==> config.mk <==
export PLATFORM = sky130hd
export DESIGN_NAME = dma_copy_engine
export DESIGN_NICKNAME = d
export VERILOG_FILES = /design/src/rtl/dma_copy_engine.sv
export SDC_FILE = /design/constraint.sdc
export NUM_CORES = 1
export LEC_CHECK = 0
export ABC_AREA = 1
export CAP_MARGIN = 20
export CORE_ASPECT_RATIO = 1.75
export CORE_MARGIN = 2
export CORE_UTILIZATION = 34
export CTS_CLUSTER_SIZE = 25
export DETAILED_ROUTE_END_ITERATION = 8
export GPL_TIMING_DRIVEN = 0
export HOLD_SLACK_MARGIN = 0.08
export PLACE_DENSITY = 0.71
export SYNTH_ARGS = -nofsm -noshare
export SYNTH_HDL_FRONTEND = slang
export SYNTH_SLANG_ARGS = --single-unit
==> constraint.sdc <==
create_clock -name clk -period 1.5 [get_ports clk]
set_input_delay 0.3 -clock clk [delete_from_list [all_inputs] [get_ports clk]]
set_output_delay 0.3 -clock clk [all_outputs]
set_load 0.05 [all_outputs]
==> src/rtl/dma_copy_engine.sv <==
// ============================================================================
// dma_copy_engine : block COPY/FILL initiator for the 8-bit data memory port
// Revision 1.0 - initial release
// ============================================================================
`default_nettype none

module dma_copy_engine #(
   parameter int AW    = 8,
   parameter int DEPTH = 64
) (
   input  logic          clk,
   input  logic          reset,
   input  logic          start,
   input  logic          mode,
   input  logic [AW-1:0] src,
   input  logic [AW-1:0] dst,
   input  logic [AW-1:0] len,
   input  logic [7:0]    fill_val,
   output logic          busy,
   output logic          done,
   output logic [AW-1:0] mem_addr,
   output logic          mem_wr_en,
   output logic [7:0]    mem_dat_in,
   input  logic [7:0]    mem_dat_out
);

   localparam logic [1:0] c_idle = 2'd0;
   localparam logic [1:0] c_rd   = 2'd1;
   localparam logic [1:0] c_wr   = 2'd2;
   localparam logic [1:0] c_done = 2'd3;

   // DEPTH is a power of two, so wrapping is a mask on the pointer
   localparam logic [AW-1:0] c_addr_mask = AW'(DEPTH - 1);

   logic [1:0]    state;
   logic [AW-1:0] src_p;
   logic [AW-1:0] dst_p;
   logic [AW-1:0] cnt;
   logic          mode_r;
   logic [7:0]    fill_r;
   logic [7:0]    buf_r;

   always_ff @(posedge clk or posedge reset) begin
      if (reset) begin
         state  <= c_idle;
         src_p  <= '0;
         dst_p  <= '0;
         cnt    <= '0;
         mode_r <= 1'b0;
         fill_r <= '0;
         buf_r  <= '0;
      end else begin
         case (state)
            c_idle: begin
               if (start) begin
                  src_p  <= src & c_addr_mask;
                  dst_p  <= dst & c_addr_mask;
                  cnt    <= len;
                  mode_r <= mode;
                  fill_r <= fill_val;
                  if (len == '0)
                     state <= c_done;
                  else if (mode)
                     state <= c_wr;
                  else
                     state <= c_rd;
               end
            end
            c_rd: begin
               buf_r <= mem_dat_out;
               state <= c_wr;
            end
            c_wr: begin
               src_p <= (src_p + AW'(1)) & c_addr_mask;
               dst_p <= (dst_p + AW'(1)) & c_addr_mask;
               cnt   <= cnt - AW'(1);
               if (cnt == AW'(1))
                  state <= c_done;
               else if (mode_r)
                  state <= c_wr;
               else
                  state <= c_rd;
            end
            default: state <= c_idle;
         endcase
      end
   end

   // Outputs decode straight from state so an async reset drops them at once
   always_comb begin
      busy       = 1'b0;
      done       = 1'b0;
      mem_addr   = '0;
      mem_wr_en  = 1'b0;
      mem_dat_in = '0;
      case (state)
         c_rd: begin
            busy     = 1'b1;
            mem_addr = src_p;
         end
         c_wr: begin
            busy       = 1'b1;
            mem_addr   = dst_p;
            mem_wr_en  = 1'b1;
            mem_dat_in = mode_r ? fill_r : buf_r;
         end
         c_done: done = 1'b1;
         default: ;
      endcase
   end

endmodule

`default_nettype wire

==> results of run 1 <==
-- timing repair --
item,4_1_cts,5_1_grt
setup buffers,17,8
gates resized for setup,162,41
endpoints found under the hold margin,0,0
pin swaps,3,6
endpoints found under the setup margin,51,49
cloned,2,2
-- power groups by stage --
stage,combinational [mW],sequential [mW],clock [mW]
global route,7.15,2.12,1.45
detailed placement,4.83,2.00,0
global placement,4.75,1.98,0
CTS,6.07,2.01,1.40
finish,6.73,2.06,1.38
floorplan,3.69,1.90,0
-- per-layer routing --
metal / share of wire [%] / vias to the layer above / GRT usage, %
met5: 0 / - / 0
met4: 5.6 / 0 / 12.7
met3: 4.6 / 33 / 3.21
met2: 55 / 107 / 39.5
met1: 35 / 1228 / 20.5
li1: - / 1208 / -
-- registers in the layout, indices dropped and copies added, names as in the netlist --
name,count
mode_r,1
cnt,8
state,2
buf_r,8
src_p,6
fill_r,8
dst_p,6
-- cell type report --
type / instances / share of cell area (%)
Inverter: 35 / 3.74
Sequential cell: 39 / 24.6
Buffer: 13 / 4.06
Clock buffer: 6 / 3.24
Clock inverter: 2 / 1.51
Tap cell: 82 / 2.58
Multi-Input combinational cell: 236 / 36.9
Timing Repair Buffer: 84 / 23.4
-- worst register-to-register path: stages, from the launching register on --
cell and delay (ns):
dfrtp_1 0.40, inv_2 0.11, ha_4 0.15, buf_4 0.10, buf_6 0.11, inv_6 0.05, o21ai_4 0.21, buf_6 0.16
buf_6 0.12, nand3_2 0.08, nor2_2 0.13, a21oi_2 0.04
-- path summary, 6_finish.rpt --
kind,startpoint,end,slack (ns),depth (start not counted)
max,state[0]$_DFFE_PP0P_,mem_addr[2],-0.39,7
min,fill_r[7]$_DFFE_PP0P_,fill_r[7]$_DFFE_PP0P_,0.50,2
max reg2reg,state[0]$_DFFE_PP0P_,dst_p[5]$_DFFE_PP0P_,-0.26,11
min reg2reg,fill_r[7]$_DFFE_PP0P_,fill_r[7]$_DFFE_PP0P_,0.50,2
max in group asynchronous,reset,mode_r$_DFFE_PP0P_,0.41,2
min in group asynchronous,reset,buf_r[6]$_DFFE_PP0N_,0.51,2
-- stage by stage --
step,setup TNS (ns),util [%],setup WS (ns)
after floorplan,-3.85,-,-0.310
after global placement,-40.74,49.3,-1.20
after detailed placement,-16.95,49.3,-1.22
after CTS,-7.94,58.0,-0.406
after global routing,-10.80,60.8,-0.437
final,-8.79,60.8,-0.394
-- synth_stat cells, drive strengths merged --
library cell and instances:
o22ai 2, or2 1, clkbuf 7, nand2 106, ha 8, buf 8, o21ai 45, dfrtp 39
o211ai 1, nor2 27, conb 1, nand4 1, inv 35, nand3 12, a31oi 3, xor2 2
a21oi 26
-- cells by family (layout without fill, tap and decap cells) --
family	count (synthesis)	count (layout)	synth area share, %
AND/OR/NAND/NOR	147	147	25.1
AO/OA/AOI/OAI	77	77	17.7
buffers and inverters	50	140	9.29
flip-flops	39	39	42.6
adder cells (fa/ha/maj)	8	8	4.37
XOR/XNOR	2	2	0.765
other	1	2	0.164
==> flow_summary.ini, run 1 <==
[critical_path]
crit_type = reg2out
start_kind = flop
required_ns = 1.20
cpMaxStageDelayCell = dfrtp_1
arrival_ns = 1.59
worstPathCellList = inv_2 > ha_4 > buf_8 > clkbuf_16 > nand2_2 > a21oi_4 > buf_6
crit_buf_inv = 4
critPathTopFamily = buffers and inverters
path_max_fanout = 7
end_kind = output port
slowest_delay_ns = 0.40

[drt]
firstDrtPassIters = 5
ant_nets = 0
post_drt_via_cell_ratio = 5.18
vias = 2576
drt-initial-drc-count = 136
wl_per_cell_um = 15.9
drc = 0
routed_wl_um = 7880

[cells_and_area]
ff_latch_area_um2 = 978
drive_gt1_share_pct = 29.6
instances_no_fill = 497
multi_input_area_mm2 = 0.00147
design.final.nets = 466
final_common_cell = nand2_1
syn2layout_area_growth_pct = 73.7
antennaDiodeCount = 0
final_cell_mix = nand2_1 (101), clkdlybuf4s50_1 (39), dfrtp_1 (37), inv_1 (28)
final_area_mm2 = 0.00398
nFillCells = 531

[power]
power_mw = 10.2
ir_worst_vdd_uv = 1420
power.switching_mw = 4.70
seqPwrFrac_pct = 20.3
swShare_pct = 46.3
clock_power_share_pct = 13.6
total_leakage_power_nw = 1.78
p_int_mw = 5.46
comb_power_share_pct = 66.2
power_density_mw_per_mm2 = 2560

[synthesis]
yosysSeqAreaShare_pct = 42.6
synth_cell_type_count = 25
synth_area_leaders = dfrtp_1 (43%), nand2_1 (17%), o21ai_0 (7.0%), a21oi_1 (5.5%), inv_1 (5.4%)
netlist_area_mm2 = 0.00229
avgSynthCellArea_um2 = 7.07
synth_cells = 324
yosysWarnings = 0
synth_area_leader_cell = dfrtp_1
synth_top_area_share_pct = 42.6
synth_seq_cells = 39

[sta]
finalCritPeriodShare_pct = 126
setup_viol = 37
timing.hold.ws_ns = 0.497
maxSlewViolCount = 0
rsz0062_at_grt = true
min_period_ns = 1.89
setup_slack_ns = -0.394
fmax_mhz = 528
worst_pin_slew_ns = 0.838
hold_viol = 0
relSlewSlack_pct = 44.1
skew_ns = 0.00440

[global_route]
grt_max_degree = 40
grt_pass1_vias = 2628
antenna_found_initial = 0
grt-ovfl-total = 0
grt_usage_pct = 21.0
grt_pass1_wl_um = 11900

[floorplan]
die_area_mm2 = 0.00743
fp.dieH_um = 113
die_w_um = 66.0
start_util_pct = 35.0
pin_count = 63
core_mm2 = 0.00654
row_count = 39

[flow_run]
maxCapViolations = 0

[clocking]
cts_tree = done
ctsRootBufferMaster = clkbuf_16
cts_buffer_depth = 2
clk_latency_ns = 0.29
path_clk_slew_ns = 0.06
htree_num_levels = 2
cts_made_buffers = 5
cts_sinks = 39
hold_buffers = 0

[placement]
place_congestion = 0.848
dp_hpwl_um = 4960
place_area_mm2 = 0.00322
io_buffer_count = 56
placedCellCount = 463

[worst_hold_path]
min_path_type = reg2reg

[outcome]
status = complete, but fails checks
violations = negative setup slack
Power figures use the tool's default switching activity.
==> run 2: changes to the inputs <==
Settings changed: CORE_UTILIZATION 34 to 44, PLACE_DENSITY 0.71 to 0.86.
==> flow_summary.ini, run 2 (synthesized netlist as in run 1, its figures left out) <==
[outcome]
status = complete, but fails checks
violations = negative setup slack

[cells_and_area]
final_common_cell = nand2_1
final_area_mm2 = 0.00385
instances_no_fill = 466
design.final.nets = 463
nFillCells = 321
final_cell_mix = nand2_1 (94), clkdlybuf4s50_1 (39), dfrtp_1 (37), inv_1 (28), buf_6 (24)
antennaDiodeCount = 0
syn2layout_area_growth_pct = 68.4
drive_gt1_share_pct = 31.1
top_regs = buf_r x8, cnt x8, fill_r x8

[sta]
fin_tns_setup_ns = -12.18
hold_viol = 0
worst_pin_slew_ns = 0.858
min_period_ns = 1.96
setup_viol = 37
rsz0062_at_grt = true
fmax_mhz = 511
relSlewSlack_pct = 42.7
skew_ns = 0.00862
maxSlewViolCount = 0
finalCritPeriodShare_pct = 130
setup_slack_ns = -0.456

[critical_path]
slowest_delay_ns = 0.41
cpMaxStageDelayCell = dfrtp_1
required_ns = 1.20
worstPathCellList = inv_2 > ha_4 > buf_8 > clkbuf_16 > nand2_2 > a21oi_4 > buf_6
arrival_ns = 1.66
crit_type = reg2out
end_kind = output port
path_max_fanout = 8
crit_buf_inv = 4
start_kind = flop
critPathTopFamily = buffers and inverters

[clocking]
hold_buffers = 0
path_clk_slew_ns = 0.08
ctsRootBufferMaster = clkbuf_8
cts_buffer_depth = 2
clk_latency_ns = 0.30
cts_sinks = 39
cts_made_buffers = 5
cts_tree = done
htree_num_levels = 2

[placement]
place_ws_ns = -1.12
placedCellCount = 435
place_congestion = 0.889
place_area_mm2 = 0.00319
io_buffer_count = 56
dp_hpwl_um = 5060

[power]
clock_power_share_pct = 9.6
power_density_mw_per_mm2 = 2540
swShare_pct = 49.4
comb_power_share_pct = 69.0
power.switching_mw = 4.83
p_int_mw = 4.96
total_leakage_power_nw = 1.72
ir_worst_vdd_uv = 2240
seqPwrFrac_pct = 21.4
power_mw = 9.79

[floorplan]
fp.dieH_um = 99.4
die_w_um = 58.5
row_count = 34
die_area_mm2 = 0.00582
pin_count = 63
start_util_pct = 46.0
core_mm2 = 0.00498

[drt]
drt-initial-drc-count = 110
firstDrtPassIters = 5
routed_wl_um = 8390
vias = 2642
post_drt_via_cell_ratio = 5.67
wl_per_cell_um = 18.0
ant_nets = 0
drc = 0

[global_route]
antenna_found_initial = 0
grt_max_degree = 40
grt_pass1_vias = 2810
grt_pass1_wl_um = 12600
grt-ovfl-total = 0
grt_usage_pct = 28.7

[worst_hold_path]
min_path_type = in2async

[flow_run]
maxCapViolations = 0
## run 2: cell count changes in the layout (fill, tap and decap cells not counted), sizes merged
cell	delta
inv	-1
clkbuf	-3
clkinv	+2
bufinv	-1
## run 2: path summary, 6_finish.rpt
path / end / slack (ns) / start / depth (start not counted)
setup reg to reg: dst_p[4]$_DFFE_PP0P_ / -0.35 / state[0]$_DFFE_PP0P_ / 11
min in group clk: fill_r[7]$_DFFE_PP0P_ / 0.51 / fill_r[7]$_DFFE_PP0P_ / 2
max in group asynchronous: state[1]$_DFFE_PP0P_ / 0.41 / reset / 2
setup / recovery: mem_addr[2] / -0.46 / state[0]$_DFFE_PP0P_ / 7
hold reg to reg: fill_r[7]$_DFFE_PP0P_ / 0.51 / fill_r[7]$_DFFE_PP0P_ / 2
hold / removal: dst_p[2]$_DFFE_PP0P_ / 0.49 / reset / 2
## run 2: layer usage
metal | GRT usage [%] | vias to the layer above | wire length (um)
met1 | 29.3 | 1263 | 2910
met3 | 4.55 | 32 | 518
li1 | - | 1215 | -
met2 | 52.1 | 132 | 4620
met4 | 17.9 | 0 | 341
met5 | 0 | - | 0
## run 2: cell type report
| type | count | area, um^2 | share of cell area (%) |
|---|---|---|---|
| repair buffers | 81 | 885 | 22.9 |
| clock inverters | 2 | 35.0 | 0.909 |
| clock buffers | 6 | 82.6 | 2.14 |
| flip-flops and latches | 39 | 978 | 25.4 |
| multi-input cells | 236 | 1500 | 38.9 |
| inverters | 35 | 154 | 3.99 |
| plain buffers | 13 | 155 | 4.02 |
| well taps | 54 | 67.6 | 1.75 |
## run 2: power by group through the flow
stage	clock [mW]	sequential (mW)	combinational [mW]
3_3_place_gp	0	1.98	4.70
2_1_floorplan	0	1.90	3.69
6_report	0.941	2.09	6.75
4_1_cts	0.946	2.03	6.03
3_5_place_dp	0	2.02	4.85
5_1_grt	0.979	2.14	7.18
## run 2: per-stage QoR
stage	hold slack (ns)	utilization, %
floorplan	0.410	-
global placement	0.462	64.0
CTS	0.518	73.8
detailed placement	0.473	64.0
global route	0.534	77.5
finish	0.493	77.5
## run 2: timing repair
| item | 4_1_cts | 5_1_grt |
|---|---|---|
| pin swaps | 2 | 7 |
| gates cloned | 2 | 1 |
| gates resized for setup | 173 | 50 |
| setup endpoints to repair | 50 | 52 |
| setup buffers | 15 | 10 |
